--- src/rtl/entry_point_dispatcher.sv ---
// Entry-point dispatcher: arbitrates channel triggers, reads the entry word
// from imem, presents start address + channel to the IFU. Macro: EPU_ROUND_ROBIN_EN.
//
// Ports:
//   Clock, Reset (async, active-low)
//   iTrigger / iInitialCodeAddress : per-channel launch request + table address
//   oIMemRead / oIMemAddr / iIMemInput : instruction memory read port
//   oEntryValid / iIFUReady / oEntryPoint / oEntryChannel : IFU handshake
//   oPending / oOverrun / oBusy : status
module entry_point_dispatcher #(
  parameter int ADDR_W  = 16,
  parameter int INSTR_W = 64,
  parameter int NUM_CH  = 4,
  parameter int MEM_LAT = 1,
  localparam int CH_W = (NUM_CH > 1) ? $clog2(NUM_CH) : 1
) (
  input  logic                     Clock,
  input  logic                     Reset,
  input  logic [NUM_CH-1:0]        iTrigger,
  input  logic [NUM_CH*ADDR_W-1:0] iInitialCodeAddress,
  output logic                     oIMemRead,
  output logic [ADDR_W-1:0]        oIMemAddr,
  input  logic [INSTR_W-1:0]       iIMemInput,
  output logic                     oEntryValid,
  input  logic                     iIFUReady,
  output logic [ADDR_W-1:0]        oEntryPoint,
  output logic [CH_W-1:0]          oEntryChannel,
  output logic [NUM_CH-1:0]        oPending,
  output logic [NUM_CH-1:0]        oOverrun,
  output logic                     oBusy
);

  typedef enum logic [1:0] {
    S_IDLE,
    S_ISSUE,
    S_WAIT,
    S_PRESENT
  } state_t;

  state_t            state_q, state_d;
  logic [1:0]        cnt_q, cnt_d;
  logic [NUM_CH-1:0] pend_q, pend_d;
  logic [NUM_CH-1:0] ovr_q, ovr_d;
  logic [NUM_CH-1:0] set, clr;
  logic [ADDR_W-1:0] addr_q [NUM_CH];
  logic [ADDR_W-1:0] cur_addr_q;
  logic [CH_W-1:0]   cur_ch_q;
  logic [ADDR_W-1:0] entry_q;
  logic [CH_W-1:0]   sel_ch;
  logic              sel_hit;
  logic              take;
  logic              cap;
  int                idx;

  // Upper memory-word bits carry no entry information.
  logic unused_mem;
  assign unused_mem = ^iIMemInput;

`ifdef EPU_ROUND_ROBIN_EN
  logic [CH_W-1:0] ptr_q;

  // Starts at the last channel so the first search begins at channel 0.
  always_ff @(posedge Clock or negedge Reset) begin
    if (!Reset) ptr_q <= CH_W'(NUM_CH - 1);
    else if (take) ptr_q <= sel_ch;
  end
`endif

  always_comb begin
    sel_hit = 1'b0;
    sel_ch  = '0;
    idx     = 0;
    for (int i = 0; i < NUM_CH; i++) begin
`ifdef EPU_ROUND_ROBIN_EN
      idx = (int'(ptr_q) + 1 + i) % NUM_CH;
`else
      idx = i;
`endif
      if (!sel_hit && pend_q[idx]) begin
        sel_hit = 1'b1;
        sel_ch  = CH_W'(idx);
      end
    end
  end

  always_comb begin
    state_d = state_q;
    cnt_d   = cnt_q;
    take    = 1'b0;
    cap     = 1'b0;
    unique case (state_q)
      S_IDLE: begin
        if (sel_hit) begin
          take    = 1'b1;
          state_d = S_ISSUE;
        end
      end
      S_ISSUE: begin
        cnt_d   = '0;
        state_d = S_WAIT;
      end
      S_WAIT: begin
        if (cnt_q == 2'(MEM_LAT - 1)) begin
          cap     = 1'b1;
          state_d = S_PRESENT;
        end else begin
          cnt_d = cnt_q + 2'd1;
        end
      end
      S_PRESENT: begin
        if (iIFUReady) begin
          if (sel_hit) begin
            take    = 1'b1;
            state_d = S_ISSUE;
          end else begin
            state_d = S_IDLE;
          end
        end
      end
      default: state_d = S_IDLE;
    endcase
  end

  // A trigger landing on the channel being selected re-arms it (set wins)
  // and is not an overrun.
  always_comb begin
    clr = '0;
    for (int k = 0; k < NUM_CH; k++)
      clr[k] = take && (sel_ch == CH_W'(k));
    set    = iTrigger & (~pend_q | clr);
    ovr_d  = iTrigger & pend_q & ~clr;
    pend_d = (pend_q & ~clr) | set;
  end

  always_ff @(posedge Clock or negedge Reset) begin
    if (!Reset) begin
      state_q    <= S_IDLE;
      cnt_q      <= '0;
      pend_q     <= '0;
      ovr_q      <= '0;
      cur_addr_q <= '0;
      cur_ch_q   <= '0;
      entry_q    <= '0;
      for (int k = 0; k < NUM_CH; k++)
        addr_q[k] <= '0;
    end else begin
      state_q <= state_d;
      cnt_q   <= cnt_d;
      pend_q  <= pend_d;
      ovr_q   <= ovr_d;
      for (int k = 0; k < NUM_CH; k++)
        if (set[k])
          addr_q[k] <= iInitialCodeAddress[k*ADDR_W +: ADDR_W];
      if (take) begin
        cur_ch_q   <= sel_ch;
        cur_addr_q <= addr_q[sel_ch];
      end
      if (cap)
        entry_q <= iIMemInput[ADDR_W-1:0];
    end
  end

  assign oIMemRead     = (state_q == S_ISSUE);
  assign oIMemAddr     = oIMemRead ? cur_addr_q : '0;
  assign oEntryValid   = (state_q == S_PRESENT);
  assign oEntryPoint   = oEntryValid ? entry_q : '0;
  assign oEntryChannel = oEntryValid ? cur_ch_q : '0;
  assign oPending      = pend_q;
  assign oOverrun      = ovr_q;
  assign oBusy         = (|iTrigger) | (|pend_q) | (state_q != S_IDLE);

endmodule
--- config.mk ---
export PLATFORM = sky130hd
export DESIGN_NAME = entry_point_dispatcher
export DESIGN_NICKNAME = d
export VERILOG_FILES = /design/src/rtl/entry_point_dispatcher.sv
export SDC_FILE = /design/constraint.sdc
export NUM_CORES = 1
export LEC_CHECK = 0
export CORE_ASPECT_RATIO = 0.75
export CORE_UTILIZATION = 40
export CTS_BUF_LIST = sky130_fd_sc_hd__clkbuf_16
export CTS_CLUSTER_DIAMETER = 50
export DETAILED_ROUTE_END_ITERATION = 10
export PLACE_DENSITY_LB_ADDON = 0.05
export SLEW_MARGIN = 15
export SYNTH_ARGS = -nofsm -noshare
export SYNTH_HDL_FRONTEND = slang
export SYNTH_SLANG_ARGS = --single-unit
--- constraint.sdc ---
create_clock -name Clock -period 2.45 [get_ports Clock]
set_clock_uncertainty 0.15 [all_clocks]
set_input_delay 0.49 -clock Clock [delete_from_list [all_inputs] [get_ports Clock]]
set_output_delay 0.49 -clock Clock [all_outputs]
set_load 0.02 [all_outputs]
[After elaboration in Yosys (flattened, before gate mapping)]
Index checks and enable logic that the tools add are counted.
W data, S select, Z words.
Storage, ports and cells
  flip-flop bits (word level): 110
  latch bits: 0
  memory bits (writable): 0
  memory bits (read-only): 0
  bits of input ports: 135
  output and inout port bits: 45
  word-level logic and storage cells: 78
  memories: 0
Operators by class
  add/sub/neg operators: 1
  multiply operators: 0
  divide/modulo/power cells: 0
  $lt $le $gt $ge: 1
  equal/unequal tests: 10
  shifts and indexed selects: 0
  muxes and demuxes: 25
  bitwise logic cells: 11
  reductions and logical operators: 19
Operator list (count)
  $mux W16: 4
  $bmux W16 S2: 1
  $and A4 B4 Y4: 4
  $mux W2: 7
  $mux W1: 10
  $eq A2 B2 Y1 const B: 4
  $not A4 Y4: 2
  $or A4 B4 Y4: 2
  $pmux W2 S4: 1
  $reduce_or A4 Y1: 2
  $logic_and A1 B1 Y1: 7
  $logic_not A2 Y1: 3
  $ne A2 B2 Y1 const B: 3
  $eq A2 B1 Y1 const B: 2
  $pmux W2 S2: 1
  $reduce_bool A2 Y1: 2
  $ge A3 B3 Y1 const B: 1
  $logic_not A1 Y1: 3
  $not A2 Y3: 1
  $reduce_and A3 Y1: 1
  $add A2 B1 Y2 const B: 1
  $ne A2 B1 Y1 const B: 1
  $or A1 B1 Y1: 2
  $pmux W1 S2: 1
  $reduce_and A2 Y1: 1

[Depth between registers and ports, before layout]
  depth in word-level cells: 17
  gate-level depth with buffers: 7
  depth with buffers taken out: 6

[Worst setup path after synthesis]
OpenSTA, ideal clock, no wires.
  path type: reg-to-reg
  start: register state_q[0]
  end: register addr_q[53] (netlist bit)
  library setup time: 0.125 ns
  arrival time: 2.097 ns
  required time: 2.175 ns
  path slack: 0.078 ns
  stages on the path, launching flop included: 7
  path buffers: 1
  period minus slack after synthesis: 2.372 ns
  path through: dfrtp_1 ha_1 a21oi_1 o21ai_0 nand2_1 buf_4 mux2_2
Between the ends
  cells in the longest elaborated chain, start to end: 5
Ends and longest elaborated chain
  start: declaration: RTL line 40  | state_t state_q, state_d;
  start signal: assignment: RTL line 147  | state_q <= state_d;
  $eq A2 B2 Y1
  via oEntryValid: RTL line 24  | output logic oEntryValid,
  $pmux W1 S2: RTL line 91  | unique case (state_q)
  $logic_and A1 B1 Y1: RTL line 129  | clr[k] = take && (sel_ch == CH_W'(k));
  $or A4 B4 Y4: RTL line 130  | set = iTrigger & (~pend_q | clr);
  $and A4 B4 Y4: RTL line 130
  end signal: indexed assignment: RTL line 153  | addr_q[k] <= iInitialCodeAddress[k*ADDR_W +: ADDR_W];
  end: declaration: RTL line 45  | logic [ADDR_W-1:0] addr_q [NUM_CH];
The timed path passes the listed nets, and every way through them passes these cells.
A chain may end at the register's enable or synchronous reset.

[Worst setup path in the final report]
  start: input port iTrigger[2]
  end: output port oBusy
Between the ends
  cells in the longest elaborated chain, start to end: 3
Ends and longest elaborated chain
  start: declaration: RTL line 19  | input logic [NUM_CH-1:0] iTrigger,
  $reduce_or A4 Y1: RTL line 170  | assign oBusy = (|iTrigger) | (|pend_q) | (state_q != S_IDLE);
  $or A1 B1 Y1 (2 in series): RTL line 170
  end: declaration: RTL line 30  | output logic oBusy
Every way passes these cells.

==> metrics.cfg <==
[sta]
hold_viol = 8
worst_pin_slew_ns = 0.7175
tns_ns = 0
layout_setup_ws_ns = 0.07827
whs_ns = -0.01804
drv_slew = 0
period_share = 0.9681
setup_viol = 0
fmax_mhz = 421.6
rsz0062_at_grt = no
relSlewSlack = 0.5205
min_period_ns = 2.372

[placement]
dp_hpwl_um = 7604
pre_cts_ws_ns = -0.1847
place.port_buffers = 131
gp_congestion = 0.8147
placed_area_um2 = 6658

[yosys]
synthCells = 331
syn_nets = 472
ys_seq_elements = 110
syn_area_per_cell_um2 = 14.82
yosysWarnings = 0
yosysSeqAreaShare = 0.5611
synth.distinct_cells = 34
synthesis.area_um2 = 4906

[clocking]
clk_pin_slew_worst_paths_ns = 0.07
htree_levels = 3
cts_setup_buffers = 0
cts_made_buffers = 9
clkLatencyLatePin_ns = 0.34
cts-root-buf = clkbuf_16
hold_buffers = 0
cts_buffer_depth = 2
cts.sinks = 110
cts_tree = done

[die]
io_pins = 180
rows = 34
die_y_um = 97.91
die_width_um = 129.9
start_util = 0.4163
dieArea_um2 = 12720
core_area_um2 = 11780

[power]
power.internal_mw = 5.207
power_frac_seq = 0.380
finalPower_mw = 7.585
comb_power_share = 0.437
p_sw_frac = 0.3135
clkPwrFrac = 0.183
p_sw_mw = 2.378
powerDensity_nw_per_um2 = 1097
ir_drop_mv = 0.4037
cellLeakagePower_nw = 3.092

[cells_and_area]
syn_to_final_growth_pct = 40.88
fin_nets = 625
drive_gt1_frac = 0.3176
fin_util = 0.5865
stdcell_area_um2 = 6912
final_common_cell = dfrtp_1
layout_common_cells = 110 x dfrtp_1, 96 x mux2_2, 93 x clkdlybuf4s50_1
diodes = 0

[grt]
antenna_found_initial = 0
grt_pass1_wl_um = 16750
grt_usage = 0.1747
gr-total-overflow = 0
grt_pass1_vias = 3367
grt_max_degree = 41

[setup_path]
crit_slowest_cell = clkdlybuf4s50_1
max_stage_delay_ns = 0.43
startpoint_type = input port
cp-startpoint = iTrigger[2]
crit_required_ns = 1.81
critical_path_class = in2out
endpoint_kind = output pin
crit_chain = clkdlybuf4s50_1, nor4_1, nand3_1, dlygate4sd2_1
cp_max_fo = 2
crit-reg2reg-launch = state_q[0]$_DFFE_PN0P_
worstPathArrival_ns = 1.73

[drt]
viasPerCell = 4.837
wl_per_cell_um = 16.25
drtPass1Iterations = 4
ant_nets = 0
via_count = 3144
drt_iter0_drc = 81
drc = 0
routed_wl_um = 10560

[status]
violations = negative hold slack
outcome = finished, violations left

[min_path]
hold_class = in2async

[flow_run]
cap_violations = 0

-- what timing repair did --
item	4_1_cts	5_1_grt
endpoints found under the setup margin	42	60
gates cloned	0	0
gates resized for setup	37	13
-- Yosys cell counts, drive strengths merged --
cell type	instances	area, um^2
o41ai	1	27.53
inv	9	33.78
mux2	96	1081
a21oi	3	15.01
or2	3	21.27
o21bai	1	7.510
nor2	12	50.05
nor3	1	5.000
mux2i	1	10.01
and2	34	212.7
a221oi	1	8.760
nand2b	1	6.260
mux4	16	386.6
nor2b	3	18.77
o21ai	3	15.01
o31ai	2	20.02
ha	6	75.07
clkbuf	4	15.01
nor4	2	12.51
nand3	1	5.000
a31oi	1	6.260
buf	9	66.31
a22o	1	8.760
nand2	9	38.79
dfrtp	110	2753
and3	1	6.260
-- cell families (layout without fill, tap and decap cells) --
| kind of cell | Yosys count | in the layout | share of synthesized area |
|---|---|---|---|
| buffers and inverters | 22 | 179 | 0.02346 |
| flip-flops | 110 | 110 | 0.5611 |
| adder cells (fa/ha/maj) | 6 | 6 | 0.01530 |
| multiplexers | 113 | 113 | 0.3012 |
| AO/OA/AOI/OAI | 13 | 13 | 0.02219 |
| AND/OR/NAND/NOR | 67 | 67 | 0.07677 |
-- power by group through the flow --
stage	logic, mW	registers, mW	clock network (mW)
global placement	3.44	2.87	0
CTS	3.35	2.88	1.45
detailed placement	3.51	2.91	0
floorplan	2.25	2.82	0
finish	3.31	2.88	1.39
global route	3.59	2.97	1.53
-- layout make-up --
class / count / area (um^2)
well taps: 162 / 202.7
flip-flops and latches: 110 / 2753
inverters: 9 / 33.78
repair buffers: 155 / 1595
clock inverters: 6 / 56.30
fillers: 970 / 4872
multi-input cells: 199 / 2046
clock buffers: 9 / 225.2
-- per-layer routing --
layer  track usage  wire length, um
met5             0                0
met4       0.05098              172
met1        0.2221             4753
met3       0.04822              590
met2        0.2908             5046
-- worst paths after layout --
| kind | to | slack, ns | depth (start not counted) |
|---|---|---|---|
| worst max-delay path | oBusy | 0.08 | 4 |
| worst min-delay path | addr_q[18]$_DFFE_PN0P_ | -0.02 | 1 |
| worst max register to register | cur_addr_q[11]$_DFFE_PN0P_ | 0.14 | 6 |
| worst min register to register | addr_q[52]$_DFFE_PN0P_ | 0.35 | 1 |
| max in group asynchronous | addr_q[62]$_DFFE_PN0P_ | 1.55 | 2 |
| min in group Clock | addr_q[52]$_DFFE_PN0P_ | 0.35 | 1 |
-- critical path, delay by kind of cell --
family / cells / cell delay [ns]
AND/OR/NAND/NOR: 2 / 0.47
buffers and inverters: 2 / 0.77
-- registers in the layout, indices dropped and copies added (netlist names) --
register,cells
cur_ch_q,2
cur_addr_q,16
cnt_q,2
state_q,2
oPending,4
oOverrun,4
addr_q,64
entry_q,16
-- per-stage QoR --
stage / instances / hold WS [ns]
CTS: 650 / 0.006061
global placement: 635 / 0.3286
floorplan: 331 / 0.04441
finish: 650 / -0.01804
global route: 650 / 0.01667
detailed placement: 635 / 0.3354
Power figures use the tool's default switching activity.
